### src/rtl/txpippm_pkg.sv
// ---------------------------------------------------------------------------
// txpippm_pkg
// Shared constants and FSM state encoding for the TX phase-interpolator PPM
// step sequencer.
//   STEPSIZE_W : width of the per-channel TXPIPPMSTEPSIZE field ({dir,mag})
//   MAG_W      : width of the step magnitude (stepsize bits 3:0)
//   DIR_BIT    : position of the direction bit inside stepsize
//   state_t    : sequencer FSM states
// ---------------------------------------------------------------------------
package txpippm_pkg;

  localparam int STEPSIZE_W = 5;
  localparam int MAG_W      = 4;
  localparam int DIR_BIT    = 4;

  typedef enum logic [1:0] {
    ST_IDLE  = 2'd0,
    ST_PULSE = 2'd1,
    ST_GAP   = 2'd2,
    ST_DONE  = 2'd3
  } state_t;

endpackage

### src/rtl/txpippm_phase_acc.sv
// ---------------------------------------------------------------------------
// txpippm_phase_acc
// One saturating signed phase accumulator. Only built when the macro
// TXPIPPM_PHASE_ACC_EN is defined; the default build contains no logic here.
// Ports:
//   clk      : TXUSRCLK
//   rst_n    : synchronous active-low reset
//   clr_in   : zero the accumulator (wins over a same-cycle update)
//   upd_in   : apply one step
//   dir_in   : 1 = add mag, 0 = subtract mag
//   mag_in   : step magnitude
//   acc_out  : signed accumulated phase
// ---------------------------------------------------------------------------
`ifdef TXPIPPM_PHASE_ACC_EN
module txpippm_phase_acc
  import txpippm_pkg::*;
#(
  parameter int ACC_W = 16
) (
  input  logic                    clk,
  input  logic                    rst_n,
  input  logic                    clr_in,
  input  logic                    upd_in,
  input  logic                    dir_in,
  input  logic [MAG_W-1:0]        mag_in,
  output logic signed [ACC_W-1:0] acc_out
);

  logic signed [ACC_W-1:0] acc_q, acc_d;
  logic signed [ACC_W:0]   delta;
  logic signed [ACC_W:0]   sum;

  always_comb begin
    delta = signed'({{(ACC_W+1-MAG_W){1'b0}}, mag_in});
    if (!dir_in) begin
      delta = -delta;
    end
    // One guard bit: a mismatch between the two top bits means overflow.
    sum   = {acc_q[ACC_W-1], acc_q} + delta;
    acc_d = acc_q;
    if (clr_in) begin
      acc_d = '0;
    end else if (upd_in) begin
      if (sum[ACC_W] != sum[ACC_W-1]) begin
        acc_d = sum[ACC_W] ? {1'b1, {(ACC_W-1){1'b0}}} : {1'b0, {(ACC_W-1){1'b1}}};
      end else begin
        acc_d = sum[ACC_W-1:0];
      end
    end
  end

  always_ff @(posedge clk) begin
    if (!rst_n) begin
      acc_q <= '0;
    end else begin
      acc_q <= acc_d;
    end
  end

  assign acc_out = acc_q;

endmodule
`endif

### src/rtl/txpippm_step_sequencer.sv
// ---------------------------------------------------------------------------
// txpippm_step_sequencer
// Multi-channel TX phase-interpolator PPM step sequencer (TXUSRCLK domain).
// Takes one step command and emits cmd_count spaced TXPIPPMEN pulses of
// EN_PULSE_CYCLES cycles each to the selected channels, with
// cmd_interval+1 low cycles between pulses.
//
// Optional feature macro: TXPIPPM_PHASE_ACC_EN adds a per-channel saturating
// phase accumulator (ports phase_acc_out / acc_clr_in, parameter ACC_W).
//
// Ports:
//   gtwiz_userclk_tx_usrclk_in : sole clock
//   reset_n_in                 : synchronous active-low reset
//   cmd_valid_in/cmd_ready_out : command handshake
//   cmd_sel_in/dir/mag/count/interval : command fields
//   abort_in                   : stop after the current pulse / gap cycle
//   busy_out, done_out, steps_done_out : status
//   txpippm*_out               : GT TXPIPPM control pins
//   state_dbg_out              : current FSM state
//
// Handshake: a command transfers on a clock edge where cmd_valid_in and
// cmd_ready_out are both high; ready is high only in IDLE and out of reset,
// and valid may be held across any number of cycles without side effects.
// ---------------------------------------------------------------------------
module txpippm_step_sequencer
  import txpippm_pkg::*;
#(
  parameter int CHANNEL_COUNT   = 10,
  parameter int COUNT_W         = 8,
  parameter int INTERVAL_W      = 8,
  parameter int EN_PULSE_CYCLES = 2
`ifdef TXPIPPM_PHASE_ACC_EN
  ,
  parameter int ACC_W           = 16
`endif
) (
  input  logic                             gtwiz_userclk_tx_usrclk_in,
  input  logic                             reset_n_in,
  input  logic                             cmd_valid_in,
  output logic                             cmd_ready_out,
  input  logic [CHANNEL_COUNT-1:0]         cmd_sel_in,
  input  logic                             cmd_dir_in,
  input  logic [MAG_W-1:0]                 cmd_mag_in,
  input  logic [COUNT_W-1:0]               cmd_count_in,
  input  logic [INTERVAL_W-1:0]            cmd_interval_in,
  input  logic                             abort_in,
  output logic                             busy_out,
  output logic                             done_out,
  output logic [COUNT_W-1:0]               steps_done_out,
  output logic [CHANNEL_COUNT-1:0]         txpippmen_out,
  output logic [CHANNEL_COUNT-1:0]         txpippmovrden_out,
  output logic [CHANNEL_COUNT-1:0]         txpippmsel_out,
  output logic [CHANNEL_COUNT-1:0]         txpippmpd_out,
  output logic [CHANNEL_COUNT*STEPSIZE_W-1:0] txpippmstepsize_out,
`ifdef TXPIPPM_PHASE_ACC_EN
  output logic [CHANNEL_COUNT*ACC_W-1:0]   phase_acc_out,
  input  logic                             acc_clr_in,
`endif
  output logic [1:0]                       state_dbg_out
);

  localparam int PC_W = $clog2(EN_PULSE_CYCLES + 1);
  localparam logic [PC_W-1:0] PC_LAST = PC_W'(EN_PULSE_CYCLES - 1);

  state_t                    state_q, state_d;
  logic [CHANNEL_COUNT-1:0]  sel_q, sel_d;
  logic [STEPSIZE_W-1:0]     stepsize_q, stepsize_d;
  logic [COUNT_W-1:0]        count_q, count_d;
  logic [INTERVAL_W-1:0]     interval_q, interval_d;
  logic [COUNT_W-1:0]        steps_q, steps_d;
  logic [PC_W-1:0]           pcnt_q, pcnt_d;
  logic [INTERVAL_W-1:0]     gcnt_q, gcnt_d;
  logic                      abort_seen_q, abort_seen_d;
  logic [CHANNEL_COUNT-1:0]  en_q, en_d;
  logic                      busy_q, busy_d;
  logic                      done_q, done_d;
  logic                      step_fire;
  logic [COUNT_W-1:0]        steps_inc;

  assign cmd_ready_out = (state_q == ST_IDLE) && reset_n_in;
  assign steps_inc     = steps_q + COUNT_W'(1);

  always_comb begin
    state_d      = state_q;
    sel_d        = sel_q;
    stepsize_d   = stepsize_q;
    count_d      = count_q;
    interval_d   = interval_q;
    steps_d      = steps_q;
    pcnt_d       = pcnt_q;
    gcnt_d       = gcnt_q;
    abort_seen_d = abort_seen_q;
    en_d         = '0;
    step_fire    = 1'b0;

    case (state_q)
      ST_IDLE: begin
        if (cmd_valid_in && cmd_ready_out) begin
          sel_d        = cmd_sel_in;
          stepsize_d   = {cmd_dir_in, cmd_mag_in};
          count_d      = cmd_count_in;
          interval_d   = cmd_interval_in;
          steps_d      = '0;
          pcnt_d       = '0;
          abort_seen_d = 1'b0;
          if (cmd_count_in != '0) begin
            state_d = ST_PULSE;
            en_d    = cmd_sel_in;
          end else begin
            state_d = ST_DONE;
          end
        end
      end
      ST_PULSE: begin
        // An abort during a pulse is remembered; the pulse always completes.
        if (abort_in) begin
          abort_seen_d = 1'b1;
        end
        if (pcnt_q == PC_LAST) begin
          step_fire = 1'b1;
          pcnt_d    = '0;
          if ((steps_inc == count_q) || abort_seen_q || abort_in) begin
            state_d = ST_DONE;
          end else begin
            state_d = ST_GAP;
            gcnt_d  = interval_q;
          end
        end else begin
          pcnt_d = pcnt_q + PC_W'(1);
          en_d   = sel_q;
        end
      end
      ST_GAP: begin
        if (abort_in) begin
          state_d = ST_DONE;
        end else if (gcnt_q == '0) begin
          state_d = ST_PULSE;
          en_d    = sel_q;
        end else begin
          gcnt_d = gcnt_q - INTERVAL_W'(1);
        end
      end
      ST_DONE: begin
        state_d = ST_IDLE;
      end
      default: begin
        state_d = ST_IDLE;
      end
    endcase

    if (step_fire) begin
      steps_d = steps_inc;
    end

    busy_d = (state_d != ST_IDLE);
    done_d = (state_d == ST_DONE);
  end

  always_ff @(posedge gtwiz_userclk_tx_usrclk_in) begin
    if (!reset_n_in) begin
      state_q      <= ST_IDLE;
      sel_q        <= '0;
      stepsize_q   <= '0;
      count_q      <= '0;
      interval_q   <= '0;
      steps_q      <= '0;
      pcnt_q       <= '0;
      gcnt_q       <= '0;
      abort_seen_q <= 1'b0;
      en_q         <= '0;
      busy_q       <= 1'b0;
      done_q       <= 1'b0;
    end else begin
      state_q      <= state_d;
      sel_q        <= sel_d;
      stepsize_q   <= stepsize_d;
      count_q      <= count_d;
      interval_q   <= interval_d;
      steps_q      <= steps_d;
      pcnt_q       <= pcnt_d;
      gcnt_q       <= gcnt_d;
      abort_seen_q <= abort_seen_d;
      en_q         <= en_d;
      busy_q       <= busy_d;
      done_q       <= done_d;
    end
  end

  assign busy_out            = busy_q;
  assign done_out            = done_q;
  assign steps_done_out      = steps_q;
  assign txpippmen_out       = en_q;
  assign txpippmovrden_out   = '0;
  assign txpippmsel_out      = '1;
  assign txpippmpd_out       = '0;
  assign txpippmstepsize_out = {CHANNEL_COUNT{stepsize_q}};
  assign state_dbg_out       = state_q;

`ifdef TXPIPPM_PHASE_ACC_EN
  for (genvar i = 0; i < CHANNEL_COUNT; i++) begin : g_acc
    txpippm_phase_acc #(
      .ACC_W (ACC_W)
    ) u_acc (
      .clk     (gtwiz_userclk_tx_usrclk_in),
      .rst_n   (reset_n_in),
      .clr_in  (acc_clr_in),
      .upd_in  (step_fire && sel_q[i]),
      .dir_in  (stepsize_q[DIR_BIT]),
      .mag_in  (stepsize_q[MAG_W-1:0]),
      .acc_out (phase_acc_out[i*ACC_W +: ACC_W])
    );
  end
`endif

endmodule

### config.mk
export PLATFORM = sky130hd
export DESIGN_NAME = txpippm_step_sequencer
export DESIGN_NICKNAME = d
export VERILOG_FILES = /design/src/rtl/txpippm_pkg.sv /design/src/rtl/txpippm_phase_acc.sv /design/src/rtl/txpippm_step_sequencer.sv
export SDC_FILE = /design/constraint.sdc
export NUM_CORES = 1
export LEC_CHECK = 0
export ABC_CLOCK_PERIOD_IN_PS = 2300
export CAP_MARGIN = 20
export CELL_PAD_IN_SITES_DETAIL_PLACEMENT = 0
export CELL_PAD_IN_SITES_GLOBAL_PLACEMENT = 1
export CORE_MARGIN = 5
export CORE_UTILIZATION = 29
export DETAILED_ROUTE_END_ITERATION = 8
export PLACE_DENSITY_LB_ADDON = 0.05
export SKIP_CTS_REPAIR_TIMING = 1
export SLEW_MARGIN = 20
export SYNTH_ARGS = -nofsm -noshare
export SYNTH_HDL_FRONTEND = slang
export SYNTH_SLANG_ARGS = --single-unit
### constraint.sdc
create_clock -name gtwiz_userclk_tx_usrclk_in -period 2.3 [get_ports gtwiz_userclk_tx_usrclk_in]
set_clock_uncertainty 0.2 [all_clocks]
set_input_delay 0.345 -clock gtwiz_userclk_tx_usrclk_in [delete_from_list [all_inputs] [get_ports gtwiz_userclk_tx_usrclk_in]]
set_output_delay 0.345 -clock gtwiz_userclk_tx_usrclk_in [all_outputs]
set_load 0.005 [all_outputs]
Yosys cells after proc, flatten, opt, wreduce, memory -nomap -nowiden --
Index checks and enable logic that the tools add are counted.
Word-level totals: register bits 64, output and inout bits 103
Operators by class: equality and inequality tests 12, add/subtract/negate cells 3, mux-type cells 29, reduce and logical (&&, ||, !) cells 17
Operators with widths (count):
- $mux 8 | 7
- $mux 10 | 5
- $pmux 10 s3 | 1
- $pmux 8 s2 | 1
- $mux 2 | 7
- $ne 2x2->1 const B | 5
- $reduce_bool 2->1 | 5
- $add 8x1->8 const B | 1
- $eq 8x8->1 | 1
- $logic_not 8->1 | 1
- $pmux 2 s4 | 1
- $reduce_bool 8->1 | 1
- $sub 8x1->8 const B | 1
- $eq 2x2->1 const B | 3
- $reduce_and 2->1 | 3
- $mux 1 | 5
- $reduce_and 5->1 | 1
- $eq 2x1->1 const B | 2
- $pmux 2 s2 | 1
- $reduce_and 3->1 | 1
- $add 2x1->2 const B | 1
- $logic_and 1x1->1 | 2
- $logic_not 2->1 | 1
- $logic_or 1x1->1 | 2
- other kinds (2) | 2

Logic depth before layout (Yosys ltp) --
Gate-level depths: netlist (run 1).
word-level depth 8, gate-level depth with buffers 9, gate-level depth less buffers 8

Worst setup path before layout (run 1) --
OpenSTA, ideal clock, no wires.
path type flip-flop to flip-flop, from register steps_q[0], in the netlist steps_done_out[0], to register gcnt_q[1], cell stages (with the launch flop) 8, arrival 2.043 ns, path slack -0.015 ns, required time 2.028 ns, library setup time 0.072 ns, period minus slack after synthesis 2.315 ns, path buffers 0, cell sequence dfxtp_1 > ha_1 > and3_1 > a31oi_1 > nor4_4 > o311ai_2 > a21oi_2 > mux2i_1
On the way: word-level cells in the longest chain between the ends 6
RTL lines:
- start: declaration | line txpippm_step_sequencer.sv:70 | logic [COUNT_W-1:0] steps_q, steps_d;
- start signal: assignment | line txpippm_step_sequencer.sv:179 | steps_q <= steps_d;
- $add 8x1->8 | line txpippm_step_sequencer.sv:81 | assign steps_inc = steps_q + COUNT_W'(1);
- $eq 8x8->1 | line txpippm_step_sequencer.sv:122 | if ((steps_inc == count_q) || abort_seen_q || abort_in) begin
- $logic_or 1x1->1 (2 in series) | line txpippm_step_sequencer.sv:122
- $ne 2x2->1 (no line)
- $reduce_and 5->1 (no line)
- end signal: assignment | line txpippm_step_sequencer.sv:181 | gcnt_q <= gcnt_d;
- end: declaration | line txpippm_step_sequencer.sv:72 | logic [INTERVAL_W-1:0] gcnt_q, gcnt_d;
Every way passes these cells. A chain may end at the register's enable or synchronous reset.

Worst setup path in the final report (run 1) --
Same ends and word-level chain as after synthesis.

==> impl_metrics.env, run 1 <==
export IMPL_run_status="finished clean"
export IMPL_clk_transition_reported_paths_ps=60
export IMPL_ys_seq_area_share_pct=34.84
export IMPL_portBuffers=107
export IMPL_placeableCoreArea_um2=12520
export IMPL_drv_slew=0
export IMPL_minimum_setup_slack_among_reg_to_reg_paths_ps=70
export IMPL_crit_path_top_delay_cell="or3_1"
export IMPL_ir_worst_vdd_v=0.0002855
export IMPL_timing_critical_path_cells="buf_4 > nand3_4 > or3_1 > and4b_4 > o311ai_4 > buf_6 > a21oi_4 > buf_12 > mux2i_1"
export IMPL_drt_pass1_iter_count=4
export IMPL_commonest_cells_in_the_netlist="nand2_1 (94), buf_4 (78), dfxtp_1 (64), nor2_1 (34), nand3_1 (25)"
export IMPL_clock_tree_buffer_depth=2
export IMPL_clk_latency_ps=330
export IMPL_finalNonFillerCells=717
export IMPL_remaining_drc_errors=0
export IMPL_post_synth_inst_count=465
export IMPL_synth_top_cells_by_area="dfxtp_1 (35%), buf_4 (16%), nand2_1 (9.6%)"
export IMPL_globalRoute_totalOverflow=0
export IMPL_first_iter_violations=180
export IMPL_antennaDiodeCount=0
export IMPL_timing_critical_path_arrival_ps=2250
export IMPL_drive_gt1_share_pct=13.76
export IMPL_route_final_wire_length_um=10280
export IMPL_synthesis_yosys_warnings=0
export IMPL_pin_count_of_the_biggest_net_entering_global_routing=26
export IMPL_die_area_um2=15030
export IMPL_crit_type="flop to flop"
export IMPL_finalCritPeriodShare_pct=97.16
export IMPL_die_x_um=122.6
export IMPL_boundary_pin_count=138
export IMPL_critPathMaxStageDelay_ps=360
export IMPL_final_report_hold_violation_count=0
export IMPL_fp_dieH_um=122.6
export IMPL_synthDominantAreaCellType="dfxtp_1"
export IMPL_global_route_wire_length_before_repair_um=16150
export IMPL_start_util_pct=29.38
export IMPL_cts_tree="yes"
export IMPL_detailroute_via_count=3288
export IMPL_routabilityCongestion=0.8020
export IMPL_dp_cells=701
export IMPL_post_dp_hpwl_um=7409
export IMPL_fill_cells=1289
export IMPL_hold_path_class="flop to flop"
export IMPL_crit_path_max_fanout=7
export IMPL_critPathTopFamily="simple AND/OR/NAND/NOR gates"
export IMPL_finalSetupViolations=0
export IMPL_seq_cells_post_synth=64
export IMPL_vias_per_cell=4.586
export IMPL_via_count_of_the_first_global_routing_pass=3070
export IMPL_post_synth_cell_area_avg_um2=7.908
export IMPL_synth_main_ff_cell="dfxtp_1"
export IMPL_postSynth_asyncResetShare_pct=0
export IMPL_number_of_logic_stages_on_the_critical_path_including_buffering=9
export IMPL_worst_pin_slew_ps=509.8
export IMPL_timing_critical_path_to_type="flop"
export IMPL_clock_tree_root_cell="clkbuf_16"
export IMPL_power_density_nw_per_um2=665.2
export IMPL_synth_edff_count=0
export IMPL_r2r_start="steps_done_out[0]"
export IMPL_post_synth_num_cell_types=55
export IMPL_postRouteAntennaNets=0
export IMPL_power_leakage_nw=1.963
export IMPL_synth_top_area_share_pct=34.84
export IMPL_std_cell_rows=41
export IMPL_crit_start_category="flop"
export IMPL_antenna_found_initial=0
export IMPL_startpoint="steps_done_out[0]"
export IMPL_detail_route_wl_per_cell_um=14.34
export IMPL_slew_limit_headroom_pct=65.76
export IMPL_final_min_clock_period_ps=2235
export IMPL_groute_usage_overall_pct=13.80
export IMPL_crit_end="gcnt_q[1]"
export IMPL_min_delay_start="sel_q[8]"
export IMPL_worst_reg2reg_path_depth=9
export IMPL_clkSinkCount=64
export IMPL_synth_most_common_cell="nand2_1"
export IMPL_timing_rr_end="gcnt_q[1]"
export IMPL_finalSetupTns_ps=0
export IMPL_cp_num_buf_inv=3
export IMPL_synth_area_um2=3677
export IMPL_cp_data_required_time_ps=2320
export IMPL_timing_fmax_ghz=0.4475
export IMPL_nets=577
export IMPL_cts_inserted_buffers=9
export IMPL_htree_levels=3
export IMPL_setup_repair_after_global_routing_missed_its_margin="yes"
export IMPL_timing_max_cap_violations=0
export IMPL_hold_slack_ps=253.0
export IMPL_synthToLayoutAreaGrowth_pct=37.02
export IMPL_final_core_util_pct=40.25
[flip-flops by register name (all words and copies together) (netlist names)]
register	flops
abort_seen_q	1
busy_out	1
count_q	8
done_out	1
gcnt_q	8
interval_q	8
pcnt_q	2
sel_q	10
state_dbg_out	2
steps_done_out	8
stepsize_q	5
txpippmen_out	10
[final cells by class]
cell class,count,area [µm²],area share (%)
clock buffer,10,239.0,4.743
clock inverter,6,115.1,2.285
inverter,7,26.28,0.5215
multi-input combinational,318,1813,35.98
sequential,64,1282,25.45
tap,172,215.2,4.271
timing repair buffer,140,1348,26.74
[worst register-to-register path, stage by stage (launching register included)]
cell and delay, ps:
dfxtp_1 330, buf_4 150, nand3_4 90, or3_1 360, and4b_4 220, o311ai_4 300, buf_6 150, a21oi_4 50
buf_12 160, mux2i_1 110
[stage by stage]
step / worst slack, ps / total power [W] / area (µm²)
after floorplan: -10.02 / 0.001567 / 3790
after global placement: 1.598 / 0.001759 / 4628
after detailed placement: 19.22 / 0.001759 / 4628
after CTS: 28.43 / 0.003409 / 4982
after global routing: -12.48 / 0.003514 / 5039
final: 65.34 / 0.003352 / 5039
[how the worst min path moves through the flow]
stage / end / slack, ps / cells past startpoint
after floorplan: pcnt_q[1] / 220 / 1
after global placement: pcnt_q[1] / 230 / 1
after detailed placement: pcnt_q[1] / 240 / 1
after CTS: pcnt_q[1] / 250 / 1
after global routing: pcnt_q[1] / 270 / 1
final: sel_q[8] / 250 / 2
[metal layers]
metal,part of all wire [%],GRT usage (%),vias up
met1,45,17.50,1530
li1,-,-,1626
met5,0,0,-
met3,8.2,4.839,8
met4,1.1,3.779,0
met2,46,22.29,124
[where the power goes]
part	internal [W]	switching, W	total [W]	leakage, nW
Clock	0.00109	0.000524	0.00162	0.169
Sequential	0.00116	0.0000498	0.00121	0.522
Combinational	0.000285	0.000237	0.000523	1.27
Total	0.00254	0.000811	0.00335	1.96
[logic make-up after synthesis]
kind of cell	Yosys count	synth area share, %
AO/OA/AOI/OAI	71	14.63
multiplexers	3	0.8506
other	2	0.2042
XOR/XNOR	8	2.110
flip-flops	64	34.84
buffers and inverters	111	20.31
adder cells (fa/ha/maj)	2	0.6804
AND/OR/NAND/NOR	204	26.37
[cell usage in the layout (no fill, tap or decap), types with 3 or more instances in the layout]
cell type / instances
a21oi_1: 22
a31oi_1: 4
a32oi_1: 10
and2_1: 3
and3_1: 3
buf_4: 30
bufinv_16: 3
clkbuf_16: 9
clkdlybuf4s50_1: 107
conb_1: 30
dfxtp_1: 63
inv_1: 7
nand2_1: 94
nand2b_1: 4
nand3_1: 24
nor2_1: 34
nor3_1: 15
nor4_1: 6
o21ai_0: 11
o32ai_2: 6
xnor2_1: 4
No activity file was read; power rests on OpenSTA's default activity.
==> run 2: changes to the inputs <==
--- a/config.mk
+++ b/config.mk
@@ -9,7 +9,6 @@
 export CAP_MARGIN = 20
 export CELL_PAD_IN_SITES_DETAIL_PLACEMENT = 0
 export CELL_PAD_IN_SITES_GLOBAL_PLACEMENT = 1
-export CORE_MARGIN = 5
 export CORE_UTILIZATION = 29
 export DETAILED_ROUTE_END_ITERATION = 8
 export PLACE_DENSITY_LB_ADDON = 0.05
==> impl_metrics.env, run 2 (same netlist as run 1, synthesis figures left out) <==
export IMPL_antennaDiodeCount=0
export IMPL_crit_path_top_delay_cell="nor4_2"
export IMPL_min_delay_start="pcnt_q[1]"
export IMPL_post_dp_hpwl_um=6779
export IMPL_cts_inserted_buffers=9
export IMPL_std_cell_rows=40
export IMPL_route_final_wire_length_um=9735
export IMPL_r2r_start="steps_done_out[0]"
export IMPL_power_density_nw_per_um2=637.4
export IMPL_final_cell_mix="clkdlybuf4s50_1 (106), nand2_1 (94), dfxtp_1 (60)"
export IMPL_cp_num_buf_inv=3
export IMPL_ir_worst_vdd_v=0.0002312
export IMPL_placed_area_um2=4653
export IMPL_finalCritPeriodShare_pct=99.11
export IMPL_drv_slew=0
export IMPL_drive_gt1_share_pct=14.91
export IMPL_remaining_drc_errors=0
export IMPL_drt_pass1_iter_count=4
export IMPL_report_power_total_w=0.003219
export IMPL_finish_instance_area_um2=5050
export IMPL_cp_data_required_time_ps=2360
export IMPL_crit_type="flop to flop"
export IMPL_timing_fmax_ghz=0.4387
export IMPL_final_min_clock_period_ps=2279
export IMPL_fill_cells=1266
export IMPL_cts_tree="yes"
export IMPL_die_x_um=114.6
export IMPL_portBuffers=107
export IMPL_fp_dieH_um=114.6
export IMPL_groute_usage_overall_pct=15.16
export IMPL_vias_per_cell=4.599
export IMPL_timing_critical_path_cells="buf_6 > and3_4 > nand3_2 > nor4_2 > o311ai_4 > buf_4 > a21oi_4 > buf_12 > mux2i_1"
export IMPL_die_area_um2=13130
export IMPL_final_report_hold_violation_count=0
export IMPL_globalRoute_totalOverflow=0
export IMPL_layout_cells_most_common="clkdlybuf4s50_1"
export IMPL_hold_path_class="flop to flop"
export IMPL_finalSetupViolations=0
export IMPL_timing_critical_path_to_type="flop"
export IMPL_routabilityCongestion=0.7546
export IMPL_antenna_found_initial=0
export IMPL_crit_start_category="flop"
export IMPL_start_util_pct=30.24
export IMPL_setup_repair_after_global_routing_missed_its_margin="yes"
export IMPL_clkSinkCount=64
export IMPL_postRouteAntennaNets=0
export IMPL_detailroute_via_count=3302
export IMPL_pin_count_of_the_biggest_net_entering_global_routing=42
export IMPL_finalNonFillerCells=718
export IMPL_finalSetupTns_ps=0
export IMPL_critPathTopFamily="simple AND/OR/NAND/NOR gates"
export IMPL_clock_tree_root_cell="clkbuf_16"
export IMPL_crit_path_max_fanout=7
export IMPL_power_leakage_nw=1.988
export IMPL_startpoint="steps_done_out[0]"
export IMPL_critPathMaxStageDelay_ps=460
export IMPL_first_iter_violations=124
export IMPL_synthToLayoutAreaGrowth_pct=37.33
export IMPL_clk_latency_ps=340
export IMPL_clock_tree_buffer_depth=2
export IMPL_via_count_of_the_first_global_routing_pass=2892
export IMPL_placeableCoreArea_um2=12160
export IMPL_run_status="finished clean"
export IMPL_detail_route_wl_per_cell_um=13.56
export IMPL_final_core_util_pct=41.52
export IMPL_dp_cells=701
export IMPL_htree_levels=3
export IMPL_timing_critical_path_arrival_ps=2340
export IMPL_boundary_pin_count=138
export IMPL_clk_transition_reported_paths_ps=60
export IMPL_timing_max_cap_violations=0
export IMPL_nets=582
export IMPL_global_route_wire_length_before_repair_um=15100
## run 2: changes by cell type in the layout (fill, tap and decap cells not counted), moves of 2 or more
cell     delta
buf_4       +3
dfxtp_1     -3
dfxtp_4     +2
buf_6       +2
## run 2: where the power goes
part	internal (W)	switching, W
Clock	0.000976	0.000509
Sequential	0.00116	0.0000463
Combinational	0.000289	0.000237
## run 2: cell type report
type	count	area, µm²	area share, %
Inverter	7	26.28	0.5203
Clock inverter	5	80.08	1.586
Multi-Input combinational cell	318	1804	35.73
Clock buffer	11	242.7	4.807
Tap cell	168	210.2	4.163
Sequential cell	64	1291	25.57
Timing Repair Buffer	145	1395	27.63
## run 2: worst paths after layout
path,to,slack [ps],cells after the start
min,pcnt_q[1],240,1
max reg2reg,gcnt_q[1],20,9
max,gcnt_q[1],20,9
min reg2reg,pcnt_q[1],240,1
## run 2: layer usage
| metal | routed length, µm | global-route usage [%] | up-vias |
|---|---|---|---|
| li1 | - | - | 1640 |
| met1 | 4734 | 20.71 | 1536 |
| met2 | 4265 | 22.22 | 112 |
| met3 | 522 | 3.123 | 14 |
| met4 | 213 | 8.225 | 0 |
| met5 | 0 | 0 | - |
## run 2: stage by stage
| stage | hold WS (ps) | worst slack [ps] |
|---|---|---|
| 6_report | 240.1 | 20.57 |
| 3_5_place_dp | 234.4 | 8.992 |
| 5_1_grt | 251.5 | -36.99 |
| 3_3_place_gp | 233.3 | 23.12 |
| 2_1_floorplan | 225.0 | -10.02 |
| 4_1_cts | 242.3 | -13.05 |
